==> src/rtl/product_accumulator.sv <==
// rtl/product_accumulator.sv - saturating accumulator of NUM_TERMS int8 products with valid/ready result port
module product_accumulator #(
    parameter int NUM_TERMS = 4,   // products summed per result, 1..255
    parameter int ACC_WIDTH = 16   // accumulator/result width, >= 8
) (
    input  logic                 clk,
    input  logic                 rst,
    input  logic                 in_valid,
    output logic                 in_ready,
    input  logic [7:0]           in_product,
    input  logic                 in_overflow,
    output logic                 out_valid,
    input  logic                 out_ready,
    output logic [ACC_WIDTH-1:0] out_sum,
    output logic                 out_prod_ovf,
    output logic                 out_sat
);

    // Counter sized so it can represent 0..NUM_TERMS.
    localparam int CNT_W = $clog2(NUM_TERMS + 1);

    // Count value at which the accepted term is the last one of a result.
    localparam logic [CNT_W-1:0] LAST_CNT = CNT_W'(NUM_TERMS - 1);

    // Largest representable sum; the accumulator pins here once it overflows.
    localparam logic [ACC_WIDTH-1:0] ACC_MAX = '1;

    typedef enum logic {
        ST_ACCUM = 1'b0,   // taking terms
        ST_HOLD  = 1'b1    // result presented, waiting for consumer
    } state_t;

    state_t               state_q, state_d;
    logic [ACC_WIDTH-1:0] acc_q, acc_d;
    logic [CNT_W-1:0]     count_q, count_d;
    logic                 prod_ovf_q, prod_ovf_d;
    logic                 sat_q, sat_d;

    // One extra bit of headroom exposes the carry used for saturation.
    logic [ACC_WIDTH:0]   sum_ext;

    // Next-state logic: accept terms in ACCUM, hold the result until handshake.
    always_comb begin
        state_d    = state_q;
        acc_d      = acc_q;
        count_d    = count_q;
        prod_ovf_d = prod_ovf_q;
        sat_d      = sat_q;
        sum_ext    = {1'b0, acc_q} + {{(ACC_WIDTH - 7){1'b0}}, in_product};

        case (state_q)
            ST_ACCUM: begin
                // in_ready is 1 in this state, so in_valid alone qualifies the accept.
                // The truncated product is added even when its overflow flag is set.
                if (in_valid) begin
                    if (sum_ext[ACC_WIDTH]) begin
                        acc_d = ACC_MAX;
                        sat_d = 1'b1;
                    end else begin
                        acc_d = sum_ext[ACC_WIDTH-1:0];
                    end
                    prod_ovf_d = prod_ovf_q | in_overflow;
                    if (count_q == LAST_CNT) begin
                        count_d = CNT_W'(NUM_TERMS);
                        state_d = ST_HOLD;
                    end else begin
                        count_d = count_q + CNT_W'(1);
                    end
                end
            end
            ST_HOLD: begin
                // Delivery clears everything; no term is taken in this cycle.
                if (out_ready) begin
                    acc_d      = '0;
                    count_d    = '0;
                    prod_ovf_d = 1'b0;
                    sat_d      = 1'b0;
                    state_d    = ST_ACCUM;
                end
            end
            default: begin
                state_d = ST_ACCUM;
            end
        endcase
    end

    // State and datapath registers; reset discards any partial or pending result.
    always_ff @(posedge clk) begin
        if (rst) begin
            state_q    <= ST_ACCUM;
            acc_q      <= '0;
            count_q    <= '0;
            prod_ovf_q <= 1'b0;
            sat_q      <= 1'b0;
        end else begin
            state_q    <= state_d;
            acc_q      <= acc_d;
            count_q    <= count_d;
            prod_ovf_q <= prod_ovf_d;
            sat_q      <= sat_d;
        end
    end

    // Handshake flags depend only on state; outputs are the running registers,
    // which stay frozen while in HOLD.
    always_comb begin
        in_ready     = (state_q == ST_ACCUM);
        out_valid    = (state_q == ST_HOLD);
        out_sum      = acc_q;
        out_prod_ovf = prod_ovf_q;
        out_sat      = sat_q;
    end

endmodule

==> config.mk <==
export PLATFORM = sky130hd
export DESIGN_NAME = product_accumulator
export DESIGN_NICKNAME = d
export VERILOG_FILES = /design/src/rtl/product_accumulator.sv
export SDC_FILE = /design/constraint.sdc
export NUM_CORES = 1
export LEC_CHECK = 0
export CAP_MARGIN = 20
export CORE_AREA = 2 2 67 50
export DETAILED_ROUTE_END_ITERATION = 8
export DIE_AREA = 0 0 69 52
export PLACE_DENSITY = 0.82
export SLEW_MARGIN = 20
export SYNTH_ARGS = -nofsm -noshare
export SYNTH_HDL_FRONTEND = slang
export SYNTH_SLANG_ARGS = --single-unit
==> constraint.sdc <==
create_clock -name clk -period 3 [get_ports clk]
set_input_delay 0.6 -clock clk [delete_from_list [all_inputs] [get_ports clk]]
set_output_delay 0.6 -clock clk [all_outputs]
set_load 0.05 [all_outputs]
# After elaboration in Yosys (flattened, before gate mapping)
# Index checks and enable logic that the tools add are counted.
[totals]
elab_cells = 33
mem_count = 0
output_inout_bits = 20
latchBits = 0
rom_bits = 0
ramBits = 0
inputBits = 13
regBits = 22
[op_classes]
n_bitwise = 2
reduce_logical = 2
n_addsub = 2
eq_ne = 4
mul = 0
n_mux = 18
div_mod_pow = 0
magnitude_cmp = 0
n_shift = 0
[ops]
columns = ["operator", "n"]
rows = [
  ["2-to-1 mux 16 bit", 3],
  ["one-hot mux 16 bit (2 select lines)", 1],
  ["adder 16 x 8 -> 17 bit", 1],
  ["2-to-1 mux 3 bit", 3],
  ["2-to-1 mux 1 bit", 7],
  ["one-hot mux 1 bit (2 select lines)", 3],
  ["one-hot mux 3 bit (2 select lines)", 1],
  ["!= test 2 bit (second input constant)", 2],
  ["adder 3 x 1 -> 3 bit (second input constant)", 1],
  ["equality test 3 x 2 -> 1 bit (second input constant)", 1],
  ["AND reduction 3 bit", 1],
  ["!= test 2 x 1 -> 1 bit (second input constant)", 1],
  ["AND reduction 2 bit", 1],
  ["NOT 1 bit", 1],
  ["bitwise OR 1 bit", 1],
]

# Longest topological paths before layout
# Gate-level depths: netlist of run 1.
[logic_depth]
ltp_word = 4
depth_mapped = 7

# Worst setup path after synthesis of run 1
# OpenSTA, ideal clock, no wires.
[synth_timing]
path_type = "input-to-reg"
from = "input in_product[0]"
to = "register acc_q[15], in the netlist out_sum[15]"
arrival_ns = 2.195
path_slack_ns = 0.690
path_stages = 7
n_path_buf = 0
cell_sequence = "ha_1 fa_1 a211oi_1 o21a_1 a21o_1 nand4_1 and3_1"
[synth_via]
elab_chain_cells = 4
[synth_lines]
columns = ["item", "line_no", "rtl"]
rows = [
  ["from (decl)", "10", "input logic [7:0] in_product,"],
  ["adder 16 x 8 -> 17 bit", "49", "sum_ext = {1'b0, acc_q} + {{(ACC_WIDTH - 7){1'b0}}, in_product};"],
  ["2-to-1 mux 16 bit", "56", "if (sum_ext[ACC_WIDTH]) begin"],
  ["2-to-1 mux 16 bit", "55", "if (in_valid) begin"],
  ["one-hot mux 16 bit (2 select lines)", "51", "case (state_q)"],
  ["to (signal assigned)", "91", "acc_q <= '0;"],
  ["to (signal assigned)", "97", "acc_q <= acc_d;"],
  ["to (decl)", "34", "logic [ACC_WIDTH-1:0] acc_q, acc_d;"],
]
# No other way between the ends. The select of a mux whose other input is x is not followed.
# A chain may end at the register's enable or synchronous reset.

# Worst setup path after layout of run 1
[layout_timing]
from = "input in_product[0]"
to = "register acc_q[7], in the netlist out_sum[7]"
# Same word-level chain as after synthesis.

==> results.md, run 1 <==
* Status: finished, final reports clean
* Commonest cells after routing, fill and taps aside: clkdlybuf4s50_1, dfxtp_1, a21oi_1
* Top Ports at 33
* Largest net degree at the start of global routing at 19
* Initial DRC count at 194
* Drt total wl at 3576 um
* Number of synthesized flops with an enable pin at 0
* CTS sink cnt at 22
* Setup Crit Path Kind: input port to flip-flop
* Routed Antenna Nets at 0
* Syn Nets at 188
* Num rows at 17
* # DRC at 0
* Syn Area/Cell at 8.369 sq um
* Arr. time, crit path at around 2.8 ns
* Worst Max-Slew Pin Slew at between 0.6 and 0.7 ns
* Maximum clock frequency at 369.4 MHz
* CTS Buffer Depth at 2
* # diodes at 0
* Core Area at 2978 sq um
* Clock Skew at around 0.0056 ns
* Worst Path Max Fanout at 5
* Nets@finish at 221
* CTS clk-pin slew, worst paths at around 0.080 ns
* RSZ-0062 raised after global routing: false
* Clk_lat worst skew at 0.26 ns
* Synth Instances at 164
* Number of CTS-inserted buffers at 3
* H-tree depth reported by CTS at 1
* Post-CTS Setup Inserts at 0
* Total grt overflow at 0
* Final period util at between 90% and 100%
* Final setup fails at 0
* Overall power at about 760 uW
* Placer Congestion at 0.8494
* Max-slew violation count at 0
* Antenna violations before repair at 0
* Post-Synthesis Cell Area at 1373 sq um
* Worst Path Required at approximately 3.1 ns
* Final Hold Fails at 0
* Slew headroom at between 50 and 60%
* Total Negative Setup Slacks at 0 ns
* Syn. warnings at 0
* Netlist cell types at 39
* Hpwl dp at 2655 um
* R2R setup slack at 0.73 ns
* Routed vias/inst at 6.069
* PortBufs at 32
* Worst setup EP type: flip-flop
* Yosys reg bits at 22
* Peak supply drop at roughly 0.00024 V
* Vias at 1414
* GRT Total Usage at 20.90%
* Post-synth top flop: dfxtp_1
* Most common cell after layout, fill and taps aside: clkdlybuf4s50_1
* Initial Util at 46.09%
* CTS tree: yes
* Post-synth ARST share at 0%
* Sequential share of the synthesized area at 32.09%
* Cell Pwr Density at 428.8 nW/um^2
* DIE AREA at 3588 sq um
* Area delta synth->final at 29.54%
* Die width at 69 um
* Die H at around 52 um
* Post-cts resize count at 0
* Hold-fix buffers, CTS at 0
* Startpoint types: input port
* Tmin final at 2.707 ns
* Global-route wire length before repair at 5920 um
* Routed wire per std cell at 15.35 um
* Max-cap violations at 0
* CTS root buf: clkbuf_8
* P_leak at 0.0006601 uW
* Tightest Hold Check Type: flip-flop to flip-flop
* Layout cell share with drive strength beyond 1 at 4.615%
* Via count of the first global-routing pass at around 1300
* DR pass1 iterations at 5
-- power breakdown --
group          internal, uW  switching, uW  total, uW
clock                  89.7           92.5        182
combinational           106            149        255
sequential              309           15.9        325
total                   504            258        762
-- registers in the layout, summed over array words and instances, names as in the netlist --
register and cells:
out_sum 16, out_sat 1, count_q 3, out_valid 1, out_prod_ovf 1
-- through the flow --
stage	instances	hold WS [ns]	worst slack, ns	utilization, %	instance area [sq um]
final	233	0.4767	0.2930	59.71	1778
after global routing	233	0.5270	0.1342	59.71	1778
after CTS	233	0.4819	0.3051	59.71	1778
after detailed placement	230	0.4696	0.05737	58.32	1737
after global placement	230	0.4358	0.1079	58.32	1737
after floorplan	164	0.4544	0.6900	-	1373
-- cell families after synthesis --
kind of cell | after synthesis | synth area share (%)
compound gates | 59 | 29.08
xor+xnor | 6 | 3.829
fa+ha+maj | 11 | 10.57
buf+inv | 11 | 3.008
flops | 22 | 32.09
mux | 2 | 1.459
simple gates | 53 | 19.96
-- Yosys cell counts, drive strengths merged (2+ instances only) --
cell	number	area, sq um
dfxtp	22	440.4
a21oi	20	100.1
nor2	13	48.80
ha	10	125.1
nor3	10	50.05
a211oi	9	72.57
a21o	6	45.04
nand2	6	22.52
clkbuf	5	18.77
nand4	5	31.28
a31oi	4	25.02
inv	4	15.01
o211ai	4	30.03
o21ai	4	20.02
xnor2	4	35.03
a311oi	3	26.28
and3	3	18.77
nand3	3	15.01
or2	3	18.77
a22oi	2	15.01
a41oi	2	17.52
buf	2	7.510
mux2i	2	20.02
nand3b	2	15.01
nor2b	2	12.51
o21a	2	15.01
xor2	2	17.52
-- worst max-delay path, cell delays in order --
cell and delay (ns):
clkdlybuf4s50_1 0.41, ha_1 0.24, fa_1 0.40, a211oi_1 0.30, o21a_1 0.26, a211oi_2 0.14, nor2_1 0.35, a211oi_1 0.14
-- layer usage --
metal,track usage (%),share of wire (%),up-vias
met2,33.49,46,72
met5,0,0,-
li1,-,-,689
met3,4.651,8.9,6
met1,28.45,44,647
met4,6.209,1.1,0
-- cell type report --
class,instances,area (sq um)
fill,262,1200
timing repair buffer,35,342.8
sequential,22,440.4
multi-input combinational,131,890.9
tap,38,47.55
clock buffer,3,41.29
inverter,4,15.01
-- final timing paths --
kind,from,to,cells after the start
max,in_product[0],out_sum[7],8
min,out_sat,out_sat,2
max reg2reg,out_sum[0],out_sum[7],7
min reg2reg,out_sat,out_sat,2
No activity file was read; power rests on OpenSTA's default activity.
==> run 2, diff against run 1 <==
--- a/config.mk
+++ b/config.mk
@@ -6,10 +6,10 @@
 export NUM_CORES = 1
 export LEC_CHECK = 0
 export CAP_MARGIN = 20
-export CORE_AREA = 2 2 67 50
+export CORE_AREA = 2 2 72 46
 export DETAILED_ROUTE_END_ITERATION = 8
-export DIE_AREA = 0 0 69 52
-export PLACE_DENSITY = 0.82
+export DIE_AREA = 0 0 74 48
+export PLACE_DENSITY = 0.83
 export SLEW_MARGIN = 20
 export SYNTH_ARGS = -nofsm -noshare
 export SYNTH_HDL_FRONTEND = slang
==> results.md, run 2 (same netlist as run 1, synthesis figures left out) <==
* Status: finished, final reports clean
* Hold-fix buffers, CTS at 0
* Worst Path Required at 3.13 ns
* Worst setup EP type: flip-flop
* Largest net degree at the start of global routing at 19
* CTS tree: yes
* Tmin final at roughly 2.8 ns
* Commonest cells after routing, fill and taps aside: clkdlybuf4s50_1, dfxtp_1, a21oi_1
* Tightest Hold Check Type: flip-flop to flip-flop
* Placer Congestion at 0.8797
* Clock Skew at roughly 0.0045 ns
* P_leak at 0.0006668 uW
* Peak supply drop at 0.0003276 V
* Multi-input logic area at 890.9 sq um
* Max-cap violations at 0
* Slew headroom at 55.59%
* Worst r2r dst: out_sum[2]
* Max-slew violation count at 0
* FF-to-FF Start: out_sum[0]
* Hold slack at 0.4534 ns
* Worst Max-Slew Pin Slew at 0.6641 ns
* Max reg flops at 16
* Post-CTS Setup Inserts at 0
* DR pass1 iterations at 4
* Setup Crit Path Kind: input port to flip-flop
* Internal power at 532.1 uW
* Worst reg2reg path depth at 7
* Via count of the first global-routing pass at around 1300
* Top Ports at 33
* Routed vias/inst at 6.038
* Filler instances at 242
* Antenna violations before repair at 0
* # diodes at 0
* Layout cell share with drive strength beyond 1 at 5.102%
* Crit-path leading delay family: compound AO/OA/AOI/OAI gates
* Arr. time, crit path at between 2 and 3 ns
* Worst stage delay on the critical path at 0.44 ns
* Initial DRC count at between 100 and 150
* Die width at ~74 um
* Final setup fails at 0
* Post-cts resize count at 0
* Worst Hold Path EP: out_sat
* DIE AREA at around 3600 sq um
* CTS clk-pin slew, worst paths at about 0.080 ns
* CP Cell Sequence: clkdlybuf4s50_1, ha_1, fa_1, a211oi_1, o21a_1, a211oi_2, nor2_1, a211oi_1
* PortBufs at 32
* Combinational share of power at 32.3%
* NetSw at 269.2 uW
* Critical path's slowest cell: fa_1
* Number of CTS-inserted buffers at 3
* CTS root buf: clkbuf_8
* Drt total wl at 3882 um
* Vias at between 1000 and 1500
* Area delta synth->final at 30.90%
* Critical hold path startpoint: out_sat
* WP buf/inv at 1
* Clk_lat worst skew at 0.27 ns
* Total grt overflow at 0
* Initial Util at 48.43%
* Global-route wire length before repair at 5961 um
* Sequential Power Share at about two fifths
* Hpwl dp at 2857 um
* Most used cell along the critical path: a211oi_1
* RSZ-0062 raised after global routing: false
* # DRC at 0
* Reg area at 440.4 sq um
* Inst Count DP at 234
* Num rows at 15
* Final period util at 92.14%
* Final Hold Fails at 0
* CTS sink cnt at 22
* H-tree depth reported by CTS at 1
* Routed wire per std cell at 16.31 um
* Finished Layout Cells at 238
* Cell Pwr Density at 445.9 nW/um^2
* CTS Buffer Depth at 2
* Startpoint types: input port
* Maximum clock frequency at 361.8 MHz
* Switching part of the total at 33.60%
* GRT Total Usage at 22.54%
* Crit path launch: in_product[0]
* Hold Path Depth at 2
* Nets@finish at 221
* Core Area at 2834 sq um
* R2R setup slack at 0.68 ns
* Most common cell after layout, fill and taps aside: clkdlybuf4s50_1
* Clk pwr share at 27.1%
* Worst Path Max Fanout at 5
* Routed Antenna Nets at 0
* Die H at between 40 and 50 um
[run 2: changes by cell type in the layout (fill, tap and decap cells not counted), sizes merged]
cell / delta
clkbuf: +1
[run 2: worst max-delay path by stage]
stage,slack [ns],end,cells after the start
after floorplan,0.69,out_sum[15],7
after global placement,0.1,out_sum[2],8
after detailed placement,-0.002,out_sum[2],8
after CTS,0.25,out_sum[2],8
after global routing,0.1,out_sum[11],8
final,0.24,out_sum[2],8
[run 2: power groups by stage]
stage / Sequential (uW) / Combinational [uW] / Clock, uW
after floorplan: 381 / 126 / 0
after global placement: 331 / 251 / 0
after detailed placement: 333 / 256 / 0
after CTS: 326 / 258 / 217
after global routing: 328 / 278 / 225
final: 326 / 259 / 217
[run 2: final cells by class]
class | instances | share of cell area (%)
Clock buffer | 4 | 3.064
Inverter | 4 | 0.8357
Tap cell | 42 | 2.925
Timing Repair Buffer | 35 | 19.08
Sequential cell | 22 | 24.51
Multi-Input combinational cell | 131 | 49.58
[run 2: per-stage QoR]
stage | power (uW) | setup WS, ns | util, % | TNS, ns | area, sq um
detailed placement | 588.5 | -0.002079 | 61.46 | -0.002079 | 1742
finish | 801.2 | 0.2358 | 63.40 | 0 | 1797
global placement | 582.0 | 0.09836 | 61.46 | 0 | 1742
CTS | 801.0 | 0.2493 | 63.40 | 0 | 1797
floorplan | 507.3 | 0.6900 | - | 0 | 1373
global route | 831.7 | 0.09702 | 63.40 | 0 | 1797
[run 2: worst register-to-register path, delay by kind of cell (launching register included)]
| kind | cells | cell delay (ns) |
|---|---|---|
| flops | 1 | 0.33 |
| fa+ha+maj | 2 | 0.66 |
| simple gates | 1 | 0.33 |
| compound gates | 4 | 0.85 |
[run 2: per-layer routing]
layer / wire, um / share of wire, % / up-vias / global-route usage, %
li1: - / - / 690 / -
met1: 1788 / 46 / 679 / 30.68
met2: 1761 / 45 / 59 / 37.50
met3: 283 / 7.3 / 9 / 4.421
met4: 48 / 1.2 / 0 / 5.818
met5: 0 / 0 / - / 0
==> run 3, diff against run 2 <==
--- a/config.mk
+++ b/config.mk
@@ -10,7 +10,6 @@
 export DETAILED_ROUTE_END_ITERATION = 8
 export DIE_AREA = 0 0 74 48
 export PLACE_DENSITY = 0.83
-export SLEW_MARGIN = 20
 export SYNTH_ARGS = -nofsm -noshare
 export SYNTH_HDL_FRONTEND = slang
 export SYNTH_SLANG_ARGS = --single-unit
==> results of run 3 <==
The final DEF is identical to that of run 2; final timing and power are the same.
